--- src/rtl/mem_ctrl_pkg.sv ---
// mem_ctrl_pkg: state encoding and shared constants for the SRAM memory controller
package mem_ctrl_pkg;
  localparam logic [2:0] S_IDLE  = 3'd0;
  localparam logic [2:0] S_RD_LO = 3'd1;
  localparam logic [2:0] S_RD_HI = 3'd2;
  localparam logic [2:0] S_WR_LO = 3'd3;
  localparam logic [2:0] S_WR_HI = 3'd4;
  localparam logic [2:0] S_DONE  = 3'd5;
  localparam logic [31:0] DEFAULT_BASE_ADDR = 32'd1024;
  localparam int SRAM_DQ_WIDTH = 16;

  function automatic logic is_phase(input logic [2:0] s);
    return s == S_RD_LO || s == S_RD_HI || s == S_WR_LO || s == S_WR_HI;
  endfunction
endpackage

--- src/rtl/sram_phase_timer.sv ---
// sram_phase_timer: down-counter marking the final cycle of a WAIT_CYCLES-long SRAM phase
module sram_phase_timer #(
  parameter int WAIT_CYCLES = 3
) (
  input  logic clk,
  input  logic rst,
  input  logic clear,
  output logic lastOut
);
  localparam int CW = WAIT_CYCLES > 1 ? $clog2(WAIT_CYCLES) : 1;
  logic [CW-1:0] r_cnt;
  // clear is held outside phases, so every phase starts from WAIT_CYCLES-1
  always_ff @(posedge clk or negedge rst)
    if (!rst) r_cnt <= '0;
    else      r_cnt <= clear ? CW'(WAIT_CYCLES - 1) : r_cnt - CW'(1);
  assign lastOut = r_cnt == '0;
endmodule

--- src/rtl/sram_controller.sv ---
// sram_controller: runs each 32-bit MEM-stage access as two timed 16-bit phases
// on an asynchronous SRAM; readyOut low means the pipeline must freeze.
module sram_controller
  import mem_ctrl_pkg::*;
#(
  parameter logic [31:0] BASE_ADDR       = DEFAULT_BASE_ADDR,
  parameter int          SRAM_ADDR_WIDTH = 18,
  parameter int          WAIT_CYCLES     = 3
) (
  input  logic                       clk,
  input  logic                       rst,
  input  logic                       rdEnIn,
  input  logic                       wrEnIn,
  input  logic [31:0]                addressIn,
  input  logic [31:0]                writeDataIn,
  output logic [31:0]                readDataOut,
  output logic                       readyOut,
  output logic [SRAM_ADDR_WIDTH-1:0] sramAddrOut,
  output logic [SRAM_DQ_WIDTH-1:0]   sramDqOut,
  input  logic [SRAM_DQ_WIDTH-1:0]   sramDqIn,
  output logic                       sramDqOeOut,
  output logic                       sramWeNOut,
  output logic                       sramOeNOut,
  output logic                       sramCeNOut,
  output logic                       sramUbNOut,
  output logic                       sramLbNOut
);
  logic [2:0]               r_state;
  logic [31:0]              r_addr;
  logic [31:0]              r_data;
  logic [31:0]              r_rd_data;
  logic [SRAM_DQ_WIDTH-1:0] r_lo;
  logic [2:0]               w_next;
  logic                     w_last;
  logic                     w_rd_ph;
  logic                     w_wr_ph;
  logic                     w_phase;
  logic                     w_hi;
  logic                     w_accept;
  logic [31:0]              w_offset;
  logic                     w_unused;

  sram_phase_timer #(.WAIT_CYCLES(WAIT_CYCLES)) u_timer (
    .clk    (clk),
    .rst    (rst),
    .clear  (~w_phase | w_last),
    .lastOut(w_last)
  );

  assign w_rd_ph  = r_state == S_RD_LO || r_state == S_RD_HI;
  assign w_wr_ph  = r_state == S_WR_LO || r_state == S_WR_HI;
  assign w_phase  = is_phase(r_state);
  assign w_hi     = r_state == S_RD_HI || r_state == S_WR_HI;
  assign w_accept = r_state == S_IDLE && (rdEnIn || wrEnIn);
  assign w_offset = r_addr - BASE_ADDR;
  assign w_unused = ^{w_offset[31:SRAM_ADDR_WIDTH+1], w_offset[1:0]};

  // read has priority when both enables are raised together
  always_comb
    w_next = r_state == S_IDLE  ? (rdEnIn ? S_RD_LO : wrEnIn ? S_WR_LO : S_IDLE) :
             r_state == S_DONE  ? S_IDLE :
             !w_last            ? r_state :
             r_state == S_RD_LO ? S_RD_HI :
             r_state == S_WR_LO ? S_WR_HI : S_DONE;

  always_ff @(posedge clk or negedge rst)
    if (!rst) begin
      r_state   <= S_IDLE;
      r_addr    <= '0;
      r_data    <= '0;
      r_rd_data <= '0;
      r_lo      <= '0;
    end else begin
      r_state <= w_next;
      if (w_accept) begin
        r_addr <= addressIn;
        r_data <= writeDataIn;
      end
      if (r_state == S_RD_LO && w_last) r_lo <= sramDqIn;
      if (r_state == S_RD_HI && w_last) r_rd_data <= {sramDqIn, r_lo};
    end

  assign readDataOut = r_rd_data;
  assign readyOut    = r_state == S_IDLE ? ~(rdEnIn | wrEnIn) : r_state == S_DONE;
  assign sramAddrOut = w_phase ? {w_offset[SRAM_ADDR_WIDTH:2], w_hi} : '0;
  assign sramDqOut   = w_wr_ph ? (w_hi ? r_data[31:16] : r_data[15:0]) : '0;
  assign sramDqOeOut = w_wr_ph;
  assign sramWeNOut  = ~w_wr_ph;
  assign sramOeNOut  = ~w_rd_ph;
  assign sramCeNOut  = ~w_phase;
  assign sramUbNOut  = ~w_phase;
  assign sramLbNOut  = ~w_phase;
endmodule

--- config.mk ---
export PLATFORM = sky130hd
export DESIGN_NAME = sram_controller
export DESIGN_NICKNAME = d
export VERILOG_FILES = /design/src/rtl/mem_ctrl_pkg.sv /design/src/rtl/sram_phase_timer.sv /design/src/rtl/sram_controller.sv
export SDC_FILE = /design/constraint.sdc
export NUM_CORES = 1
export LEC_CHECK = 0
export BUFFER_PORTS_ARGS = -buffer_cell sky130_fd_sc_hd__buf_2
export CORE_MARGIN = 10
export CORE_UTILIZATION = 30
export CTS_BUF_LIST = sky130_fd_sc_hd__clkbuf_8
export DETAILED_ROUTE_END_ITERATION = 8
export GPL_TIMING_DRIVEN = 0
export SYNTH_ARGS = -nofsm -noshare
export SYNTH_HDL_FRONTEND = slang
export SYNTH_HIERARCHICAL = 1
export SYNTH_SLANG_ARGS = --single-unit
--- constraint.sdc ---
create_clock -name clk -period 2.2 [get_ports clk]
set_input_delay 0.11 -clock clk [delete_from_list [all_inputs] [get_ports clk]]
set_output_delay 0.11 -clock clk [all_outputs]
set_load 0.05 [all_outputs]
# Word level (Yosys, flattened, before mapping)
# Index checks and enable logic that the tools add are counted.
totals:
  wordCells: 43
  input_bits: 84
  output_inout_bits: 73
  regBits: 104
classes:
  n_reduce_logical: 12
  mux: 12
  add_sub_neg: 2
  n_bitwise: 6
  eq_ne: 5
op_table:
  columns: ["operator", "count"]
  rows:
  - ["$mux W16", 2]
  - ["$sub A19 B11 Y19 const B", 1]
  - ["$mux W18", 1]
  - ["$mux W3", 4]
  - ["$eq A3 B2 Y1 const B", 2]
  - ["$eq A3 B3 Y1 const B", 2]
  - ["$logic_or A1 B1 Y1", 6]
  - ["$mux W2", 3]
  - ["$not A1 Y1", 4]
  - ["$eq A3 B1 Y1 const B", 1]
  - ["$logic_and A1 B1 Y1", 3]
  - ["$logic_not A3 Y1", 1]
  - ["$reduce_bool A3 Y1", 1]
  - ["$logic_not A2 Y1", 1]
  - ["$mux W1", 2]
  - ["$or A1 B1 Y1", 2]
  - ["$sub A2 B1 Y2 const B", 1]

# Longest topological paths before layout
logic_depth:
  depth_word: 7
  mapped_depth: 6
  depth_no_buf: 5

# Cells and area by module
# Netlist, hierarchy kept.
modules_own_cells:
  columns: ["module", "seq_area_each_um2", "n_inst", "cells_each", "area_each_um2"]
  rows:
  - ["sram_controller", 2502.4, 1, 300, 4245.3]
  - ["sram_phase_timer", 50.0, 1, 7, 80.1]

# Least setup slack after synthesis
# Ideal clock, no wire load.
synth_path:
  path_type: "register -> output"
  from: "reg r_addr[10]"
  to: "out sramAddrOut[17]"
  path_slack_ns: -0.120
  path_buffers: 0
  t_required_ns: 2.090
  stages_incl_launch_ff: 6
  arrival_ns: 2.210
  cell_sequence: "dfrtp_1 -> inv_1 -> ha_1 -> or3b_1 -> or4_1 -> a21oi_1"
synth_between:
  elab_chain_len: 2
synth_rtl:
  columns: ["element", "line", "text"]
  rows:
  - ["start: declaration", "sram_controller.sv:29", "logic [31:0] r_addr;"]
  - ["start signal: assignment", "sram_controller.sv:76", "r_addr <= addressIn;"]
  - ["$sub A19 B11 Y19", "sram_controller.sv:55", "assign w_offset = r_addr - BASE_ADDR;"]
  - ["$mux W18", "sram_controller.sv:85", "assign sramAddrOut = w_phase ? {w_offset[SRAM_ADDR_WIDTH:2], w_hi} : '0;"]
  - ["end: declaration", "sram_controller.sv:18", "output logic [SRAM_ADDR_WIDTH-1:0] sramAddrOut,"]
# No other way between the ends.

# Final worst setup path
layout_path:
  from: "reg r_addr[11]"
  to: "out sramAddrOut[17]"
# Same word-level chain as after synthesis.

==> impl_results.md <==
- Internal power: 0.00537 W
- Fin. Hold Viols: 0
- Post-route design area: about 6400 µm²
- Beginning of the worst hold path: rdEnIn
- Simple logic cell fraction of the synthesized area: 0.0613
- Hold slack final: 0.102 ns
- Die Y: between 100 and 150 µm
- # nets final: approximately 620
- Largest family of logic cells by synthesized area: multiplexers
- CTS tree: built
- Peak supply drop: ~1.2 mV
- Antenna viol nets, final: 0
- Gate Count Post-Synth: about 310
- DP HPWL: 8540 µm
- Unrepaired setup endpoints after global routing: true
- Initial drt markers: 74
- WS Path Type: flip-flop to output port
- Synthesized area per cell: 14.1 µm²
- Req. time, crit path: around 2.1 ns
- Finished Layout Cells: 723
- Combinational share of power: 0.588
- IO Port Bufs: 141
- Pin count of the biggest net entering global routing: 56
- Setup ws final: -0.0889 ns
- Worst-path cell chain: inv_1 -> ha_2 -> or3b_4 -> or4_4 -> a21oi_4 -> buf_6
- Fin crit period: 2.29 ns
- Placed cell count: 629
- Die area: roughly 20000 µm²
- Post-synthesis cell type count: 33
- Gpl congestion: 0.747
- Die Wd: roughly 140 µm
- Diode count: 0
- Leakage Power: slightly above 3 nW
- Starting Density: 0.309
- Router iterations before antenna repair: 4
- Switching Fraction: 0.496
- Std-Cell Rows: 43
- Core Util, Final: 0.455
- Slowest CP cell: or4_4
- Area post-placement: 5290 µm²
- CTS buffer count: 9
- First-pass GRT wire length: 19600 µm
- Synth Area in Compound Gates: 0.0610
- Adder-Cell Fraction of Synth Area: 0.00579
- Post-synthesis mux area share: 0.253
- Via count: 3316
- Max Cap Viol: 0
- Worst-path clk slew: 0.11 ns
- Critical Path Source Type: flip-flop
- Area of the multi-input gates: 1720 µm²
- Max Slew Vio Count: 0
- Via density: 4.59
- Sequential fraction of design power: 0.307
- Register area share after synthesis: 0.590
- Slew margin rel.: 0.577
- Net switching power: 0.00529 W
- Worst setup path start: r_addr[11]
- Worst r2r src: u_timer/r_cnt[0]
- Final WL: 12100 µm
- Buf/Inv on CP: 2
- WL per Instance: 16.7 µm
- Max FO, Critical Path: 5
- FF/Latch Area: 2550 µm²
- Clock latency on the worst-skew pair: ~0.39 ns
- CP arrival: 2.18 ns
- H-tree depth: 3
- Min-delay worst type: input port to flip-flop
- Yosys reg bits: 102
- Post-route DRC: 0
- Xor/xnor cell area share of the yosys netlist: 0.00202
- Outcome: complete, but fails checks
- Synth Warn #: 6
- Netlist area before placement: 4330 µm²
- Most frequent cells in the layout: 134 x buf_2, 102 x dfrtp_1, 66 x dlygate4sd3_1
- CTS max path bufs: 2
- Final Setup Violations: 2
- Pwr dens: 1670 nW/µm²
- Worst Skew: ~0.010 ns
- Clk pwr share: 0.105
- Worst-Margin Slew: 0.634 ns
- Vias in the first global route: ~3700
- Layout cell share with drive strength beyond 1: 0.449
- CP max stage delay: 0.45 ns
- Overall routing resource usage: 0.124
- Syn_nets: 393
- Crit. End Element: output port
- Critical path's top delay family: simple AND/OR/NAND/NOR gates
- Root Buffer Master: clkbuf_8
- Initial antenna violation count: 0
- Area of the core: 14000 µm²
- GR Overflow Total: 0
- FMAX: 437 MHz
- Syn-to-layout area delta: 47.3%
- Clock sink count: approximately 100
- Filler Cell Count: 1279
- I/O pin count: 157
- Failing checks: setup timing
- Most common cell after layout, fill and taps aside: buf_2
- Period utilisation layout: 1.04
routing by layer:
| layer | up-vias | wire length [µm] | part of all wire | global-route usage |
|---|---|---|---|---|
| met5 | - | 0 | 0 | 0 |
| met4 | 0 | 189 | 0.016 | 0.0418 |
| met3 | 12 | 1090 | 0.090 | 0.0554 |
| met2 | 102 | 5940 | 0.49 | 0.211 |
| met1 | 1635 | 4860 | 0.40 | 0.133 |
| li1 | 1567 | - | - | - |
metrics by stage:
stage / power, W / TNS [ns] / setup WS [ns]
after floorplan: 0.00764 / 0 / 0.00619
after global placement: 0.00892 / -5.60 / -0.0613
after detailed placement: 0.00908 / 0 / 0.0564
after CTS: 0.0107 / -0.142 / -0.112
after global routing: 0.0113 / -0.503 / -0.179
final: 0.0107 / -0.119 / -0.0889
synth_stat cells:
cell	n	area [µm²]
a21o_1	1	7.51
a21oi_1	8	40.0
a21oi_2	1	8.76
a22o_1	16	140
a311o_1	1	10.0
and3_1	9	56.3
buf_2	16	80.1
buf_4	2	15.0
clkbuf_1	1	3.75
dfrtp_1	102	2550
ha_1	2	25.0
inv_1	4	15.0
inv_2	1	3.75
mux2_1	62	698
mux2_2	35	394
nand2_1	3	11.3
nand2b_1	6	37.5
nor2_1	9	33.8
nor2_2	1	6.26
nor3_2	1	10.0
nor3b_1	1	7.51
nor4_1	1	6.26
nor4_2	1	12.5
o21ai_0	6	30.0
o21ai_1	1	5.00
o31ai_1	3	22.5
or2_1	1	6.26
or2_2	3	18.8
or3_1	5	31.3
or3b_1	1	8.76
or4_1	1	7.51
or4_4	1	11.3
xnor2_1	1	8.76
kinds of logic after synthesis:
logic type / count (synthesis)
buffers and inverters: 24
and+or+nand+nor: 44
muxes: 97
DFF: 102
adders and majority gates: 2
AOI/OAI and AO/OA: 37
xor gates and xnor gates: 1
timing repair:
item	4_1_cts	5_1_grt
buffers inserted	8	5
pin swaps	5	2
resized for setup	30	14
endpoints found under the setup margin	38	28
endpoints found under the hold margin	128	0
hold buffers	66	0
registers in the layout (all words and copies together), names as in the netlist:
name	flops
readDataOut	32
r_data	32
r_addr	17
u_timer/r_cnt	2
r_state	3
r_lo	16
area by class of cell:
cell class / instances / share of cell area
Sequential cell: 102 / 0.401
Multi-Input combinational cell: 181 / 0.271
Timing Repair Buffer: 221 / 0.244
Tap cell: 180 / 0.0353
Clock buffer: 9 / 0.0194
Buffer: 18 / 0.0181
Clock inverter: 7 / 0.00884
Inverter: 5 / 0.00295
tightest hold or removal path, cell delays in order:
cell and delay (ns):
buf_2 0.10, nor3b_1 0.05, a21oi_1 0.13, o31ai_1 0.07
power groups by stage:
stage | registers (W) | clock network [W] | logic (W)
global placement | 0.00327 | 0 | 0.00566
detailed placement | 0.00333 | 0 | 0.00575
finish | 0.00327 | 0.00112 | 0.00627
global route | 0.00340 | 0.00126 | 0.00667
floorplan | 0.00415 | 0 | 0.00349
CTS | 0.00328 | 0.00119 | 0.00618
worst paths after layout:
kind / endpoint / slack [ns] / cells after the start
max: sramAddrOut[17] / -0.09 / 6
min: r_state[1] / 0.10 / 4
max reg2reg: readDataOut[20] / 0.21 / 6
min reg2reg: u_timer/r_cnt[0] / 0.43 / 1
max in group asynchronous: r_addr[6] / 1.24 / 3
min in group asynchronous: readDataOut[2] / 0.26 / 2
Note: power is estimated with default switching activity, not from simulation.
